===== config.mk =====
export PLATFORM = sky130hd
export DESIGN_NAME = imem_loader
export DESIGN_NICKNAME = d
export VERILOG_FILES = /design/src/rtl/imem_loader_pkg.sv /design/src/rtl/imem_loader_byte_assembler.sv /design/src/rtl/imem_loader.sv
export SDC_FILE = /design/constraint.sdc
export NUM_CORES = 1
export LEC_CHECK = 0
export CAP_MARGIN = 20
export CORE_MARGIN = 2
export CORE_UTILIZATION = 35
export CTS_CLUSTER_DIAMETER = 50
export DETAILED_ROUTE_END_ITERATION = 12
export PLACE_DENSITY = 0.63
export REMOVE_ABC_BUFFERS = 1
export SLEW_MARGIN = 10
export SYNTH_ARGS = -nofsm -noshare
export SYNTH_HDL_FRONTEND = slang
export SYNTH_SLANG_ARGS = --single-unit

===== constraint.sdc =====
create_clock -name clk -period 2.2 [get_ports clk]
set_clock_uncertainty 0.15 [all_clocks]
set_input_delay 0.22 -clock clk [delete_from_list [all_inputs] [get_ports clk]]
set_output_delay 0.22 -clock clk [all_outputs]
set_load 0.005 [all_outputs]

===== src/rtl/imem_loader_pkg.sv =====
// rtl/imem_loader_pkg.sv - shared types, constants and helpers for the instruction memory loader
// Contents:
//   state_e   : loader FSM states
//   HDR_BYTES : bytes per header / per data word
//   cap_words : instruction memory capacity in words for a given byte-address width
package imem_loader_pkg;

    typedef enum logic [2:0] {
        ST_IDLE,
        ST_LEN,
        ST_LOAD,
        ST_FLUSH,
        ST_DONE,
        ST_ERROR
    } state_e;

    localparam int HDR_BYTES = 4;

    function automatic logic [31:0] cap_words(input int addr_width);
        return 32'd1 << (addr_width - 2);
    endfunction

endpackage


===== src/rtl/imem_loader_byte_assembler.sv =====
// rtl/imem_loader_byte_assembler.sv - packs accepted stream bytes into little-endian 32-bit words
// Ports:
//   clk, rst_n    : clock, asynchronous active-low reset
//   clear_i       : drop any partially assembled word (session start)
//   accept_i      : a byte is transferred this cycle
//   byte_i        : the byte being transferred
//   word_valid_o  : high in the cycle the 4th byte of a word is transferred
//   word_o        : the completed word, valid while word_valid_o is high
module byte_assembler
    import imem_loader_pkg::*;
(
    input  logic        clk,
    input  logic        rst_n,
    input  logic        clear_i,
    input  logic        accept_i,
    input  logic [7:0]  byte_i,
    output logic        word_valid_o,
    output logic [31:0] word_o
);

    logic [1:0]  cnt_q,   cnt_d;
    logic [31:0] shreg_q, shreg_d;
    logic        last_byte;

    assign last_byte = (cnt_q == 2'(HDR_BYTES - 1));

    always_comb begin
        cnt_d   = cnt_q;
        shreg_d = shreg_q;
        if (clear_i) begin
            cnt_d = 2'd0;
        end else if (accept_i) begin
            cnt_d   = cnt_q + 2'd1;
            // Bytes enter at the top and move down, so the first byte ends in [7:0].
            shreg_d = {byte_i, shreg_q[31:8]};
        end
    end

    always_ff @(posedge clk or negedge rst_n) begin
        if (!rst_n) begin
            cnt_q   <= 2'd0;
            shreg_q <= 32'd0;
        end else begin
            cnt_q   <= cnt_d;
            shreg_q <= shreg_d;
        end
    end

    // Completed word is presented combinationally in the cycle of the 4th byte so the
    // top level can register the memory write on that same edge.
    assign word_valid_o = accept_i && last_byte;
    assign word_o       = {byte_i, shreg_q[31:8]};

endmodule


===== src/rtl/imem_loader.sv =====
// rtl/imem_loader.sv - boot-time loader writing instruction memory from a length-prefixed byte stream
// Ports:
//   clk, rst_n         : clock, asynchronous active-low reset
//   start_i            : pulse that begins a load session (honoured in IDLE/DONE/ERROR)
//   byte_valid_i/data_i: byte stream input, byte_ready_o is the matching ready
//   wr_en_o/addr_o/data_o : instruction memory write port (byte address, word aligned)
//   cpu_hold_o         : holds the core in reset until a load completes
//   done_o / error_o   : load finished / header length exceeded capacity
//   words_loaded_o     : words written in the current session
module imem_loader
    import imem_loader_pkg::*;
#(
    parameter int ADDR_WIDTH = 10,
    parameter int DATA_WIDTH = 32
) (
    input  logic                  clk,
    input  logic                  rst_n,
    input  logic                  start_i,
    input  logic                  byte_valid_i,
    input  logic [7:0]            byte_data_i,
    output logic                  byte_ready_o,
    output logic                  wr_en_o,
    output logic [ADDR_WIDTH-1:0] wr_addr_o,
    output logic [DATA_WIDTH-1:0] wr_data_o,
    output logic                  cpu_hold_o,
    output logic                  done_o,
    output logic                  error_o,
    output logic [ADDR_WIDTH-2:0] words_loaded_o
);

    localparam int          CNT_W = ADDR_WIDTH - 1;
    localparam logic [31:0] CAP   = cap_words(ADDR_WIDTH);

    state_e                 state_q;
    logic [ADDR_WIDTH-1:0]  addr_q;
    logic [CNT_W-1:0]       count_q;
    logic [CNT_W-1:0]       n_q;
    logic                   wr_en_q;
    logic [ADDR_WIDTH-1:0]  wr_addr_q;
    logic [DATA_WIDTH-1:0]  wr_data_q;
    logic                   hold_q;
    logic                   done_q;
    logic                   error_q;

    logic        accept;
    logic        start_ok;
    logic        word_valid;
    logic [31:0] word;

    assign byte_ready_o = (state_q == ST_LEN) || (state_q == ST_LOAD);
    assign accept       = byte_valid_i && byte_ready_o;
    assign start_ok     = start_i &&
                          ((state_q == ST_IDLE) || (state_q == ST_DONE) || (state_q == ST_ERROR));

    // One assembler serves both the header and the data words; it is idle between them
    // only when a word boundary has been reached, so its counter is already at zero.
    byte_assembler u_asm (
        .clk          (clk),
        .rst_n        (rst_n),
        .clear_i      (start_ok),
        .accept_i     (accept),
        .byte_i       (byte_data_i),
        .word_valid_o (word_valid),
        .word_o       (word)
    );

    always_ff @(posedge clk or negedge rst_n) begin
        if (!rst_n) begin
            state_q   <= ST_IDLE;
            addr_q    <= '0;
            count_q   <= '0;
            n_q       <= '0;
            wr_en_q   <= 1'b0;
            wr_addr_q <= '0;
            wr_data_q <= '0;
            hold_q    <= 1'b1;
            done_q    <= 1'b0;
            error_q   <= 1'b0;
        end else begin
            wr_en_q <= 1'b0;
            case (state_q)
                ST_IDLE, ST_DONE, ST_ERROR: begin
                    if (start_ok) begin
                        state_q <= ST_LEN;
                        addr_q  <= '0;
                        count_q <= '0;
                        hold_q  <= 1'b1;
                        done_q  <= 1'b0;
                        error_q <= 1'b0;
                    end
                end
                ST_LEN: begin
                    if (word_valid) begin
                        // Full 32-bit compare so large headers cannot alias to a small length.
                        if (word > CAP) begin
                            state_q <= ST_ERROR;
                            error_q <= 1'b1;
                        end else if (word == 32'd0) begin
                            state_q <= ST_DONE;
                            done_q  <= 1'b1;
                            hold_q  <= 1'b0;
                        end else begin
                            n_q     <= word[CNT_W-1:0];
                            state_q <= ST_LOAD;
                        end
                    end
                end
                ST_LOAD: begin
                    if (word_valid) begin
                        wr_en_q   <= 1'b1;
                        wr_addr_q <= addr_q;
                        wr_data_q <= word;
                        addr_q    <= addr_q + ADDR_WIDTH'(4);
                        count_q   <= count_q + CNT_W'(1);
                        if (count_q + CNT_W'(1) == n_q) begin
                            state_q <= ST_FLUSH;
                        end
                    end
                end
                ST_FLUSH: begin
                    // Final write is on the bus this cycle; release the core only afterwards.
                    state_q <= ST_DONE;
                    done_q  <= 1'b1;
                    hold_q  <= 1'b0;
                end
                default: begin
                    state_q <= ST_IDLE;
                end
            endcase
        end
    end

    assign wr_en_o        = wr_en_q;
    assign wr_addr_o      = wr_addr_q;
    assign wr_data_o      = wr_data_q;
    assign cpu_hold_o     = hold_q;
    assign done_o         = done_q;
    assign error_o        = error_q;
    assign words_loaded_o = count_q;

endmodule


* Word-level counts from Yosys, hierarchy flattened
Index checks and enable logic that the tools add are counted.
Word-level totals: logic and storage cells 83, output and inout bits 56, register bits after elaboration 111
Operators by class: $add $sub $neg 3, reductions and logical operators 20, multiplexer cells 30, magnitude comparators 1, equal/unequal tests 14, bitwise operators 3
Operators by type and width (count):
- $gt 32x9->1 const B | 1
- $logic_not 32->1 | 1
- $mux 10 | 2
- $pmux 10 s2 | 1
- $mux 3 | 6
- $mux 9 | 2
- $pmux 9 s2 | 1
- $mux 1 | 12
- $pmux 3 s4 | 1
- $reduce_and 4->1 | 3
- $add 10x3->10 const B | 1
- $ne 2x1->1 const B | 5
- $add 9x1->9 const B | 1
- $eq 9x9->1 | 1
- $eq 3x2->1 const B | 2
- $eq 3x3->1 const B | 2
- $pmux 1 s3 | 2
- $reduce_bool 2->1 | 3
- $reduce_and 5->1 | 1
- $mux 2 | 2
- $ne 2x2->1 const B | 2
- $reduce_and 2->1 | 2
- $eq 3x1->1 const B | 1
- $logic_and 1x1->1 | 3
- 9 further kinds | 13

* Longest topological paths before layout
Gate-level depths: netlist of run 1.
depth in word-level cells 6, gate-level depth with buffers 7

* Modules after synthesis
From an unflattened synthesis of run 1, not the netlist that was laid out.
Unflattened totals: cells, all modules 445, area, all modules 4576.9 um2
Modules (own cells, without submodules):
- imem_loader | cells each 377, seq. area each 1828.0 um2, area an instance 3409.5 um2, instances 1
- byte_assembler | cells each 68, seq. area each 650.6 um2, area an instance 1167.4 um2, instances 1

* Worst setup path before layout of run 1
OpenSTA, ideal clock, no wires.
kind register to register, start point register count_q[0] (netlist: words_loaded_o[0]), end point register state_q[2], arrival time 1.914 ns, slack 0.009 ns, path buffers 0, cell stages (with the launch flop) 8, clock period less this slack 2.191 ns, cells stage by stage dfrtp_1 -> ha_1 -> and2_1 -> nand4_1 -> xnor2_1 -> o2111ai_1 -> o32ai_2 -> mux2_1
Between the ends: word-level cells in the longest chain between the ends 4
RTL lines:
- start: declaration | RTL line imem_loader.sv:36 | logic [CNT_W-1:0] count_q;
- start signal: assignment | RTL line imem_loader.sv:114 | count_q <= count_q + CNT_W'(1);
- $add 9x1->9 | RTL line imem_loader.sv:115 | if (count_q + CNT_W'(1) == n_q) begin
- $eq 9x9->1 | RTL line imem_loader.sv:115
- $ne 2x1->1 (no source line)
- $reduce_and 4->1 (no source line)
- end signal: assignment | RTL line imem_loader.sv:116 | state_q <= ST_FLUSH;
- end signal: assignment | RTL line imem_loader.sv:122 | state_q <= ST_DONE;
- end signal: assignment | RTL line imem_loader.sv:127 | state_q <= ST_IDLE;
- end: declaration | RTL line imem_loader.sv:34 | state_e state_q;
Every way passes these cells. A chain may end at the register's enable or synchronous reset.

* Final worst setup path of run 1
start point register count_q[5] (netlist: words_loaded_o[5]), end point register state_q[2]
Same word-level chain as after synthesis.

==> results of run 1 <==
## logic make-up (layout without fill, tap and decap cells)
logic type,count (synthesis),in the layout,synth area share
AND/OR/NAND/NOR,204,204,0.2018
flip-flops,99,99,0.5704
multiplexers,40,40,0.1022
AO/OA/AOI/OAI,34,34,0.05500
buffers and inverters,20,117,0.02275
XOR/XNOR,19,19,0.03830
adder cells (fa/ha/maj),3,3,0.008639
other,1,2,0.0008630
## metal layers
metal	up-vias	share of wire	GRT usage
met5	-	0	0
met4	0	0.012	0.05462
met3	15	0.054	0.03138
met2	77	0.46	0.2511
met1	1569	0.47	0.2139
li1	1604	-	-
## state kept, by name, indices dropped and copies added, names as in the netlist
register,flops
cpu_hold_o,1
wr_data_o,32
words_loaded_o,9
n_q,9
wr_en_o,1
state_q,3
done_o,1
wr_addr_o,8
u_asm.cnt_q,2
error_o,1
u_asm.shreg_q,24
addr_q,8
## critical path, stage by stage (launching register included)
cell and delay, ns:
sky130_fd_sc_hd__dfrtp_1 0.42, sky130_fd_sc_hd__and4_2 0.31, sky130_fd_sc_hd__nand3_1 0.14, sky130_fd_sc_hd__xnor2_1 0.21, sky130_fd_sc_hd__o2111ai_2 0.18, sky130_fd_sc_hd__o32ai_4 0.28
sky130_fd_sc_hd__mux2_4 0.33
## path summary, 6_finish.rpt
kind / cells past startpoint / to
setup reg to reg: 6 / state_q[2]$_DFFE_PN0P_
max in group asynchronous: 3 / wr_data_o[31]$_DFFE_PN0P_
min in group clk: 2 / wr_addr_o[8]$_DFFE_PN0P_
hold / removal: 2 / words_loaded_o[7]$_DFFE_PN0P_
setup / recovery: 6 / state_q[2]$_DFFE_PN0P_
hold reg to reg: 2 / wr_addr_o[8]$_DFFE_PN0P_
## power by group through the flow
stage          logic (µW)  clock network (µW)  registers, µW
2_1_floorplan         558                   0           2340
3_3_place_gp          860                   0           2440
4_1_cts               902                1710           2410
3_5_place_dp          890                   0           2450
5_1_grt              1020                1810           2470
6_report              933                1670           2410
## cells in the mapped netlist, drive strengths merged
| cell | n | area, µm² |
|---|---|---|
| nand4 | 4 | 25.02 |
| or3b | 1 | 8.760 |
| and2 | 4 | 25.02 |
| conb | 1 | 3.750 |
| nand3 | 7 | 40.04 |
| ha | 3 | 37.54 |
| a2111oi | 1 | 15.01 |
| clkbuf | 10 | 37.54 |
| nor3b | 4 | 35.03 |
| o21bai | 1 | 7.510 |
| dfrtp | 98 | 2452 |
| a21oi | 5 | 25.02 |
| and4b | 1 | 10.01 |
| nor4 | 7 | 43.79 |
| a22o | 2 | 17.52 |
| o2111ai | 1 | 8.760 |
| nand2b | 1 | 6.260 |
| o31ai | 1 | 7.510 |
| a2bb2oi | 1 | 8.760 |
| a211oi | 1 | 12.51 |
| mux2 | 35 | 394.1 |
| buf | 8 | 53.80 |
| o21ai | 13 | 65.06 |
| dfstp | 1 | 26.28 |
| nor2 | 19 | 71.32 |
| nor3 | 7 | 35.03 |
| mux2i | 5 | 50.05 |
| a211o | 1 | 8.760 |
| xor2 | 8 | 70.07 |
| xnor2 | 11 | 96.34 |
| a22oi | 1 | 7.510 |
| nor2b | 4 | 25.02 |
| a31oi | 1 | 6.260 |
| o311ai | 1 | 8.760 |
| inv | 2 | 7.500 |
| o21a | 1 | 7.510 |
| a21o | 1 | 7.510 |
| and4 | 1 | 8.760 |
| o32ai | 1 | 16.27 |
| nand2 | 144 | 543.0 |
| o31a | 1 | 8.760 |
## metrics by stage
step	instances	setup slack, ns
final	686	0.07037
after global routing	686	-0.05441
after CTS	686	-0.04661
after detailed placement	668	-0.2192
after global placement	668	-0.1952
after floorplan	403	-0.5076
## cell type report
| class | instances | area (µm²) | share of cell area |
|---|---|---|---|
| tap | 168 | 210.2 | 0.03621 |
| sequential | 99 | 2479 | 0.4269 |
| clock buffer | 9 | 225.2 | 0.03879 |
| clock inverter | 7 | 93.84 | 0.01616 |
| timing repair buffer | 99 | 943.4 | 0.1625 |
| multi-input combinational | 302 | 1847 | 0.3181 |
| inverter | 2 | 7.507 | 0.001293 |
## what timing repair did
action,4_1_cts,5_1_grt
setup buffers,1,0
setup endpoints to repair,1,6
pin swaps,3,3
hold buffers,1,0
endpoints found under the hold margin,41,0
resized for setup,4,9
==> qor_table.md, run 1 <==
| Result | Reported | Unit |
|:---|:---|:---|
| Status | finished, final reports clean | - |
| DR vias | 3265 | - |
| Switching power | 1455 | µW |
| Final worst hold slack | 0.2844 | ns |
| Clock Tree Buf Depth | 2 | - |
| Number of distinct library cells after synthesis | 48 | - |
| Highest clock rate | 0.4696 | GHz |
| Maximum number of pins on one net before global-route repair | 44 | - |
| Register-to-register setup slack | 0.07 | ns |
| Clock Sinks | 99 | - |
| Final wirelength | 9732 | µm |
| Commonest non-fill, non-tap cell in the layout | sky130_fd_sc_hd__nand2_1 | - |
| Number of setup violations in the final report | 0 | - |
| Kind of launch point of the worst setup path | register | - |
| Drt pass-1 iters | 4 | - |
| Worst EP required | 2.28 | ns |
| Warnings from Yosys | 0 | - |
| Initial antenna violation count | 0 | - |
| Number of I/O pins | 68 | - |
| Wire length per cell | 14.19 | µm |
| Die boundary width | 115.4 | µm |
| Area of the placeable core | 12060 | µm² |
| Peak fanout along the critical path | 4 | - |
| Detailed router's first-iteration violation count | 143 | - |
| Remaining antenna violation count | 0 | - |
| Hold Vio Cnt, Final | 0 | - |
| Wire length of the first global-routing pass | 16410 | µm |
| Actual transition at the worst max-transition pin | 0.5786 | ns |
| Number of buffers created by CTS | 9 | - |
| Period utilisation layout | 0.9680 | - |
| Root Buffer | sky130_fd_sc_hd__clkbuf_16 | - |
| Number of max-capacitance violations reported | 0 | - |
| Global routing usage summed across all routing layers | 0.1569 | - |
| Crit. End Element | register | - |
| Post-layout minimum cycle time | 2.130 | ns |
| Area of the mapped netlist | 4345 | µm² |
| Starting Density | 0.3603 | - |
| Sequential group share of total power | 0.481 | - |
| Instance count of the mapped netlist | 420 | - |
| Worst-path clk slew | 0.07 | ns |
| Critical path arrival | 2.21 | ns |
| Placed Instance Area | 5394 | µm² |
| Count of input and output buffers | 65 | - |
| Die area | 13320 | µm² |
| Insertion delay to the later sink of the worst-skew pair | 0.34 | ns |
| Total Neg Setup Slack | 0 | ns |
| Nets | 528 | - |
| Switching share of total power | 0.2903 | - |
| Via count of the first global-routing pass | 3377 | - |
| Average cell area after synthesis | 10.35 | µm² |
| Proportion of synthesized chip area in sequential cells | 0.5704 | - |
| Number of DRC violations after detailed routing | 0 | - |
| Worst setup path category | reg -> reg | - |
| Standard-cell row count | 40 | - |
| Fraction of final layout cells sized beyond drive strength 1 | 0.2027 | - |
| Fill cells | 1117 | - |
| Post-Layout Inst Area | 5806 | µm² |
| CTS tree | built | - |
| Headroom to the max-slew limit | 0.6142 | - |
| Routed via count divided by cell count | 4.759 | - |
| Power consumption | 5012 | µW |
| CTS H-Tree Depth | 3 | - |
| Startpoint of the worst-slack reg-to-reg timing path | words_loaded_o[5]$_DFFE_PN0P_ | - |
| Weighted congestion at the end of routability-driven global placement | 0.8898 | - |
| Commonest cells after routing, fill and taps aside | sky130_fd_sc_hd__nand2_1, sky130_fd_sc_hd__dfrtp_1, sky130_fd_sc_hd__clkdlybuf4s50_1 | - |
| Internal Power | 3557 | µW |
| Number of diodes added for antenna fixing | 0 | - |
| RSZ-0062 raised after global routing | yes | - |
| Power density over the cells | 863.4 | nW/µm² |
| Final Core Density | 0.4813 | - |
| Launching element of the worst setup path | words_loaded_o[5]$_DFFE_PN0P_ | - |
| Die height | 115.4 | µm |
| Number of pins with negative max-slew slack in the final report | 0 | - |
| Combinational fraction of design power | 0.186 | - |
| Power share of the clock group | 0.333 | - |
| DPL Wire Length | 6961 | µm |
| Min-delay worst type | in -> async | - |
| P_leak | 0.002703 | µW |
| Flip-flop and latch count after synthesis | 99 | - |
| Worst ir drop on vdd | 0.0004465 | V |
| Residual overflow from global routing | 0 | - |
| Area Growth Syn to Fin | 33.60 | % |
Power figures use the tool's default switching activity.
==> inputs of run 2 (changes only) <==
ABC_AREA = 0   (was default)
PLACE_DENSITY = 0.6   (was 0.63)
==> run 2 against run 1 <==
Effect of this change:
- non-clock buffer count rose by 2
- routed wire length down 1.3%
- die area stayed put
- sequential power hardly changed
- sequential share of layout area barely moved
- critical endpoint is now byte_ready_o
- largest cell class unchanged
- highest routed layer unchanged
==> qor_table.md, run 2 (synthesized netlist as in run 1, its figures left out) <==
| Result | Reported | Unit | vs previous |
|:---|:---|:---|:---|
| Area Growth Syn to Fin | 33.57 | % | about the same |
| Number of pins with negative max-slew slack in the final report | 0 | - | unchanged |
| Routed via count divided by cell count | 4.733 | - | -0.57% |
| Residual overflow from global routing | 0 | - | unchanged |
| Number of max-capacitance violations reported | 0 | - | unchanged |
| Delay of the slowest cell on the worst path | 0.51 | ns | +0.09 ns |
| Clock Tree Buf Depth | 2 | - | unchanged |
| Hold Vio Cnt, Final | 0 | - | unchanged |
| Highest clock rate | 0.4639 | GHz | -1.2% |
| Number of DRC violations after detailed routing | 0 | - | unchanged |
| Period utilisation layout | 0.9799 | - | +0.01186 |
| Maximum number of pins on one net before global-route repair | 44 | - | unchanged |
| Weighted congestion at the end of routability-driven global placement | 0.8412 | - | -5.5% |
| Register-to-register setup slack | 0.08 | ns | about the same |
| Largest register FFs | 32 | - | unchanged |
| CTS H-Tree Depth | 3 | - | unchanged |
| Power density over the cells | 836.0 | nW/µm² | -3.2% |
| Worst ir drop on vdd | 0.0005681 | V | +27% |
| Post-layout minimum cycle time | 2.156 | ns | +0.02608 ns |
| Critical path arrival | 1.79 | ns | -0.42 ns |
| Die height | 115.4 | µm | unchanged |
| Worst setup path category | reg -> out | - |  |
| CTS tree | built | - |  |
| Commonest cells after routing, fill and taps aside | sky130_fd_sc_hd__nand2_1, sky130_fd_sc_hd__dfrtp_1, sky130_fd_sc_hd__clkdlybuf4s50_1 | - |  |
| Remaining antenna violation count | 0 | - | unchanged |
| Number of buffers created by CTS | 9 | - | unchanged |
| Nets | 530 | - | +0.38% |
| Area of the placeable core | 12060 | µm² | unchanged |
| DPL Wire Length | 6800 | µm | -2.3% |
| Number of I/O pins | 68 | - | unchanged |
| Headroom to the max-slew limit | 0.6351 | - | +0.02087 |
| Insertion delay to the later sink of the worst-skew pair | 0.34 | ns | about the same |
| Startpoint of the worst-slack reg-to-reg timing path | words_loaded_o[0]$_DFFE_PN0P_ | - |  |
| Wire length of the first global-routing pass | 16120 | µm | -1.8% |
| Kind of launch point of the worst setup path | register | - |  |
| Clock Sinks | 99 | - | unchanged |
| Register Area | 2479 | µm² | unchanged |
| Drt pass-1 iters | 4 | - | unchanged |
| Detailed router's first-iteration violation count | 153 | - | +7.0% |
| Depth of the most critical reg-to-reg path | 7 | - | +1 |
| Area occupied by multi-input gates | 1857 | µm² | +0.54% |
| Die area | 13320 | µm² | unchanged |
| Status | finished, final reports clean | - |  |
| Worst-path clk slew | 0.07 | ns | about the same |
| Cell-by-cell listing of the critical path | xnor2_1 -> nor2_1 -> buf_4 -> clkdlybuf4s50_1 | - |  |
| Min-delay worst type | in -> async | - |  |
| Number of setup violations in the final report | 0 | - | unchanged |
| Root Buffer | sky130_fd_sc_hd__clkbuf_16 | - |  |
| Actual transition at the worst max-transition pin | 0.5473 | ns | -0.03130 ns |
| Wire length per cell | 13.96 | µm | -1.6% |
| Commonest non-fill, non-tap cell in the layout | sky130_fd_sc_hd__nand2_1 | - |  |
| Via count of the first global-routing pass | 3276 | - | -3.0% |
| Standard-cell row count | 40 | - | unchanged |
| Count of input and output buffers | 65 | - | unchanged |
| Fraction of final layout cells sized beyond drive strength 1 | 0.2058 | - | +0.003067 |
| Starting Density | 0.3603 | - | unchanged |
| Fill cells | 1136 | - | +1.7% |
| Total Neg Setup Slack | 0 | ns | unchanged |
| Cell with the largest stage delay on the worst path | sky130_fd_sc_hd__clkdlybuf4s50_1 | - |  |
| Crit. End Element | output port | - |  |
| Peak fanout along the critical path | 7 | - | +3 |
| Worst EP required | 1.83 | ns | -0.45 ns |
| Global routing usage summed across all routing layers | 0.1521 | - | -0.004819 |
| Die boundary width | 115.4 | µm | unchanged |
| Initial antenna violation count | 0 | - | unchanged |
| Final wirelength | 9602 | µm | -1.3% |
| P_leak | 0.002699 | µW | -0.16% |
| Final Core Density | 0.4812 | - | about the same |
| DR vias | 3256 | - | -0.28% |
| Terminus of the critical flop-to-flop path | state_q[2]$_DFFE_PN0P_ | - |  |
| Number of diodes added for antenna fixing | 0 | - | unchanged |
[run 2: cell types whose count changed in the layout (fill, tap and decap cells not counted), moves of 2 or more]
cell / before / now
sky130_fd_sc_hd__inv_8: 2 / 0
sky130_fd_sc_hd__clkinv_4: 1 / 3
sky130_fd_sc_hd__nor4_2: 0 / 2
sky130_fd_sc_hd__nor4_1: 7 / 5
[run 2: what timing repair did]
| action | 4_1_cts | 5_1_grt |
|---|---|---|
| hold buffers | 1 | 0 |
| hold endpoints to repair | 39 | 0 |
| endpoints found under the setup margin | 1 | 4 |
| pin swaps | 1 | 9 |
| buffers inserted | 1 | 0 |
| gates resized for setup | 1 | 14 |
[run 2: per-layer routing]
metal | GRT usage | vias up | part of all wire
met1 | 0.2160 | 1595 | 0.50
met2 | 0.2386 | 53 | 0.46
met4 | 0.02972 | 0 | 0.0030
li1 | - | 1604 | -
met3 | 0.03870 | 4 | 0.037
met5 | 0 | - | 0
[run 2: report_power, final]
group / leakage (µW) / internal, µW / switching [µW] / total, µW
Sequential: 0.00132 / 2110 / 307 / 2420
Combinational: 0.00124 / 530 / 400 / 931
Clock: 0.000139 / 785 / 721 / 1510
[run 2: through the flow]
stage / instance area [µm²] / total power [µW] / hold slack, ns / worst slack, ns / cells
6_report: 5804 / 4852 / 0.2716 / 0.04429 / 688
5_1_grt: 5804 / 5096 / 0.3230 / -0.002242 / 688
4_1_cts: 5728 / 4871 / 0.2933 / 0.01482 / 688
3_5_place_dp: 5409 / 3362 / 0.09925 / -0.3156 / 670
3_3_place_gp: 5409 / 3327 / 0.08906 / -0.3036 / 670
2_1_floorplan: 4258 / 2899 / -0.2256 / -0.5076 / 403
[run 2: cell type report]
cell class	count	share of cell area
clock inverters	7	0.01099
well taps	168	0.03621
repair buffers	101	0.1658
multi-input cells	302	0.3199
clock buffers	9	0.03880
flip-flops and latches	99	0.4270
inverters	2	0.001293
[run 2: critical path: cells and delay by family (launching register included)]
kind,cells,cell delay [ns]
buf+inv,2,0.67
flops,1,0.45
simple gates,1,0.17
xor+xnor,1,0.16
[run 2: worst max path at each step]
| stage | slack (ns) | endpoint | startpoint |
|---|---|---|---|
| 2_1_floorplan | -0.51 | addr_q[5]$_DFFE_PN0P_ | state_q[1]$_DFFE_PN0P_ |
| 3_3_place_gp | -0.30 | state_q[2]$_DFFE_PN0P_ | byte_data_i[4] |
| 3_5_place_dp | -0.32 | state_q[2]$_DFFE_PN0P_ | byte_data_i[4] |
| 4_1_cts | 0.01 | state_q[2]$_DFFE_PN0P_ | words_loaded_o[0]$_DFFE_PN0P_ |
| 5_1_grt | -0.002 | state_q[2]$_DFFE_PN0P_ | u_asm.shreg_q[26]$_DFFE_PN0P_ |
| 6_report | 0.04 | byte_ready_o | state_q[0]$_DFFE_PN0P_ |
==> inputs of run 3 (changes only) <==
clock period = 1.8 ns   (was 2.2 ns; I/O delays follow)
==> run 3 against run 2 <==
Effect of this change:
- the run now ends with setup timing left
- clock power increased by 40%
- flip-flop and latch count unchanged
- power increased by 44%
- critical path depth increased by 3
- worst setup slack got worse by 0.43 ns
- sequential power increased by 18%
- global-route usage increased by 1.3 points
- non-clock buffer count increased by 52
- routed wire length increased by 11%
- critical path type is now reg -> reg
- largest cell class unchanged
==> qor_table.md, run 3 (synthesized netlist as in run 1, its figures left out) <==
| Result | Reported | Unit | vs previous |
|:---|:---|:---|:---|
| Status | complete, but fails checks | - |  |
| Violations in the final reports | setup timing | - |  |
| Min-delay worst type | in -> async | - |  |
| Worst-path clk slew | 0.07 | ns | about the same |
| Die height | 115.4 | µm | unchanged |
| Fill cells | 1087 | - | -4.3% |
| Power density over the cells | 1085 | nW/µm² | +30% |
| Remaining antenna violation count | 0 | - | unchanged |
| Post-Layout Inst Area | 6421 | µm² | +11% |
| Detailed router's first-iteration violation count | 159 | - | +3.9% |
| Weighted congestion at the end of routability-driven global placement | 0.8648 | - | +2.8% |
| Area Growth Syn to Fin | 47.77 | % |  |
| Combinational fraction of design power | 0.286 | - | +0.094 |
| Crit. End Element | register | - |  |
| Kind of launch point of the worst setup path | register | - |  |
| CTS tree | built | - |  |
| Area of the placeable core | 12060 | µm² | unchanged |
| Largest register FFs | 32 | - | unchanged |
| Commonest non-fill, non-tap cell in the layout | sky130_fd_sc_hd__nand2_1 | - |  |
| Fraction of final layout cells sized beyond drive strength 1 | 0.3094 | - | +0.1037 |
| Drt pass-1 iters | 4 | - | unchanged |
| Clock Sinks | 99 | - | unchanged |
| Die boundary width | 115.4 | µm | unchanged |
| Global routing usage summed across all routing layers | 0.1653 | - | +0.01322 |
| Number of diodes added for antenna fixing | 0 | - | unchanged |
| Via count of the first global-routing pass | 3579 | - | +9.2% |
| Number of DRC violations after detailed routing | 0 | - | unchanged |
| Clock Tree Buf Depth | 2 | - | unchanged |
| Post-layout minimum cycle time | 2.181 | ns |  |
| Switching share of total power | 0.2813 | - | -0.01315 |
| Sequential group share of total power | 0.411 | - | -0.087 |
| Final worst setup slack | -0.3815 | ns | -0.4257 ns |
| Final wirelength | 10660 | µm | +11% |
| Total Neg Setup Slack | -1.423 | ns | -1.423 ns |
| Power share of the clock group | 0.303 | - | -0.007 |
| Number of I/O pins | 68 | - | unchanged |
| Number of max-capacitance violations reported | 0 | - | unchanged |
| Switching power | 1960 | µW | +37% |
| Worst EP required | 1.88 | ns | +0.05 ns |
| Count of input and output buffers | 65 | - | unchanged |
| DR vias | 3458 | - | +6.2% |
| DPL Wire Length | 7141 | µm | +5.0% |
| Worst setup path category | reg -> reg | - |  |
| Standard-cell row count | 40 | - | unchanged |
| Die area | 13320 | µm² | unchanged |
| Insertion delay to the later sink of the worst-skew pair | 0.34 | ns | about the same |
| Wire length of the first global-routing pass | 17230 | µm | +6.9% |
| Nets | 582 | - | +9.8% |
| Final Core Density | 0.5324 | - | +0.05114 |
| Register Area | 2479 | µm² | unchanged |
| CTS H-Tree Depth | 3 | - | unchanged |
| Number of setup violations in the final report | 13 | - | +13 |
| Highest clock rate | 0.4584 | GHz |  |
| Commonest cells after routing, fill and taps aside | sky130_fd_sc_hd__nand2_1, sky130_fd_sc_hd__dfrtp_1, sky130_fd_sc_hd__buf_4 | - |  |
| P_leak | 0.003043 | µW | +13% |
| Placed Instance Area | 5737 | µm² | +6.1% |
| Area occupied by multi-input gates | 1972 | µm² | +6.2% |
| Number of buffers created by CTS | 9 | - | unchanged |
| Initial antenna violation count | 0 | - | unchanged |
| Starting Density | 0.3603 | - | unchanged |
| Routed via count divided by cell count | 4.673 | - | -1.3% |
| Root Buffer | sky130_fd_sc_hd__clkbuf_16 | - |  |
| Final worst hold slack | 0.2085 | ns | -0.06317 ns |
| Wire length per cell | 14.41 | µm | +3.2% |
| Period utilisation layout | 1.212 | - |  |
| RSZ-0062 raised after global routing | yes | - |  |
| Maximum number of pins on one net before global-route repair | 60 | - | +36% |
| Critical path arrival | 2.26 | ns | +0.47 ns |
| Power consumption | 6968 | µW | +44% |
| Residual overflow from global routing | 0 | - | unchanged |
| Hold Vio Cnt, Final | 0 | - | unchanged |
| Worst ir drop on vdd | 0.0005978 | V | +5.2% |
| Number of pins with negative max-slew slack in the final report | 0 | - | unchanged |
| Peak fanout along the critical path | 2 | - | -5 |
| Internal Power | 5008 | µW | +46% |
-- run 3: cell count changes in the layout (fill, tap and decap cells not counted), moves of 2 or more --
cell	delta
sky130_fd_sc_hd__nand2_1	-2
sky130_fd_sc_hd__nor3_1	-2
sky130_fd_sc_hd__buf_4	+43
sky130_fd_sc_hd__bufinv_16	+2
sky130_fd_sc_hd__nor4_2	+4
sky130_fd_sc_hd__clkbuf_16	+2
sky130_fd_sc_hd__nor2_1	-4
sky130_fd_sc_hd__nor2_4	+2
sky130_fd_sc_hd__clkinv_4	-2
sky130_fd_sc_hd__nor4_1	-5
sky130_fd_sc_hd__nor2_2	+2
sky130_fd_sc_hd__buf_6	+6
-- run 3: final timing paths --
| kind | end | cells past startpoint | startpoint | slack, ns |
|---|---|---|---|---|
| worst max register to register | state_q[2]$_DFFE_PN0P_ | 7 | words_loaded_o[1]$_DFFE_PN0P_ | -0.38 |
| max in group asynchronous | wr_data_o[25]$_DFFE_PN0P_ | 3 | rst_n | 0.98 |
| worst max-delay path | state_q[2]$_DFFE_PN0P_ | 7 | words_loaded_o[1]$_DFFE_PN0P_ | -0.38 |
| min in group clk | wr_data_o[28]$_DFFE_PN0P_ | 3 | byte_data_i[4] | 0.30 |
| worst min-delay path | words_loaded_o[3]$_DFFE_PN0P_ | 3 | rst_n | 0.21 |
| worst min register to register | wr_addr_o[7]$_DFFE_PN0P_ | 2 | wr_addr_o[7]$_DFFE_PN0P_ | 0.32 |
-- run 3: metrics by stage --
step | worst slack [ns] | instances
2_1_floorplan | -0.9076 | 403
3_3_place_gp | -0.5795 | 712
3_5_place_dp | -0.6945 | 712
4_1_cts | -0.4033 | 732
5_1_grt | -0.4622 | 740
6_report | -0.3815 | 740
-- run 3: power groups by stage --
stage | sequential (µW) | clock, µW | combinational (µW)
floorplan | 2860 | 0 | 682
global placement | 2830 | 0 | 1680
detailed placement | 2830 | 0 | 1700
CTS | 2820 | 2160 | 1770
global route | 2910 | 2250 | 2180
finish | 2860 | 2110 | 1990
-- run 3: layout make-up --
type                       instances  area share
tap                              168     0.03274
clock inverter                     5     0.01325
clock buffer                      11     0.03780
timing repair buffer             153      0.2219
sequential                        99      0.3860
multi-input combinational        302      0.3071
inverter                           2    0.001169
-- run 3: layer usage --
metal  up-vias  track usage  wire [µm]
li1       1692            -          -
met4         0      0.04257         99
met2        69       0.2655       5134
met5         -            0          0
met3        10      0.04812        459
met1      1687       0.2211       4967
-- run 3: critical path, stage by stage (launching register included) --
cell,delay [ns]
sky130_fd_sc_hd__dfrtp_1,0.41
sky130_fd_sc_hd__ha_4,0.26
sky130_fd_sc_hd__xnor2_2,0.15
sky130_fd_sc_hd__o311ai_2,0.11
sky130_fd_sc_hd__a21oi_1,0.19
sky130_fd_sc_hd__o2111ai_1,0.16
sky130_fd_sc_hd__o32ai_2,0.29
sky130_fd_sc_hd__mux2_1,0.35
-- run 3: what timing repair did --
action	in CTS	in global routing
hold buffers	1	0
buffers inserted	3	4
pin swaps	9	22
cloned	0	4
gates resized for setup	14	33
endpoints found under the setup margin	19	37
hold endpoints to repair	99	0
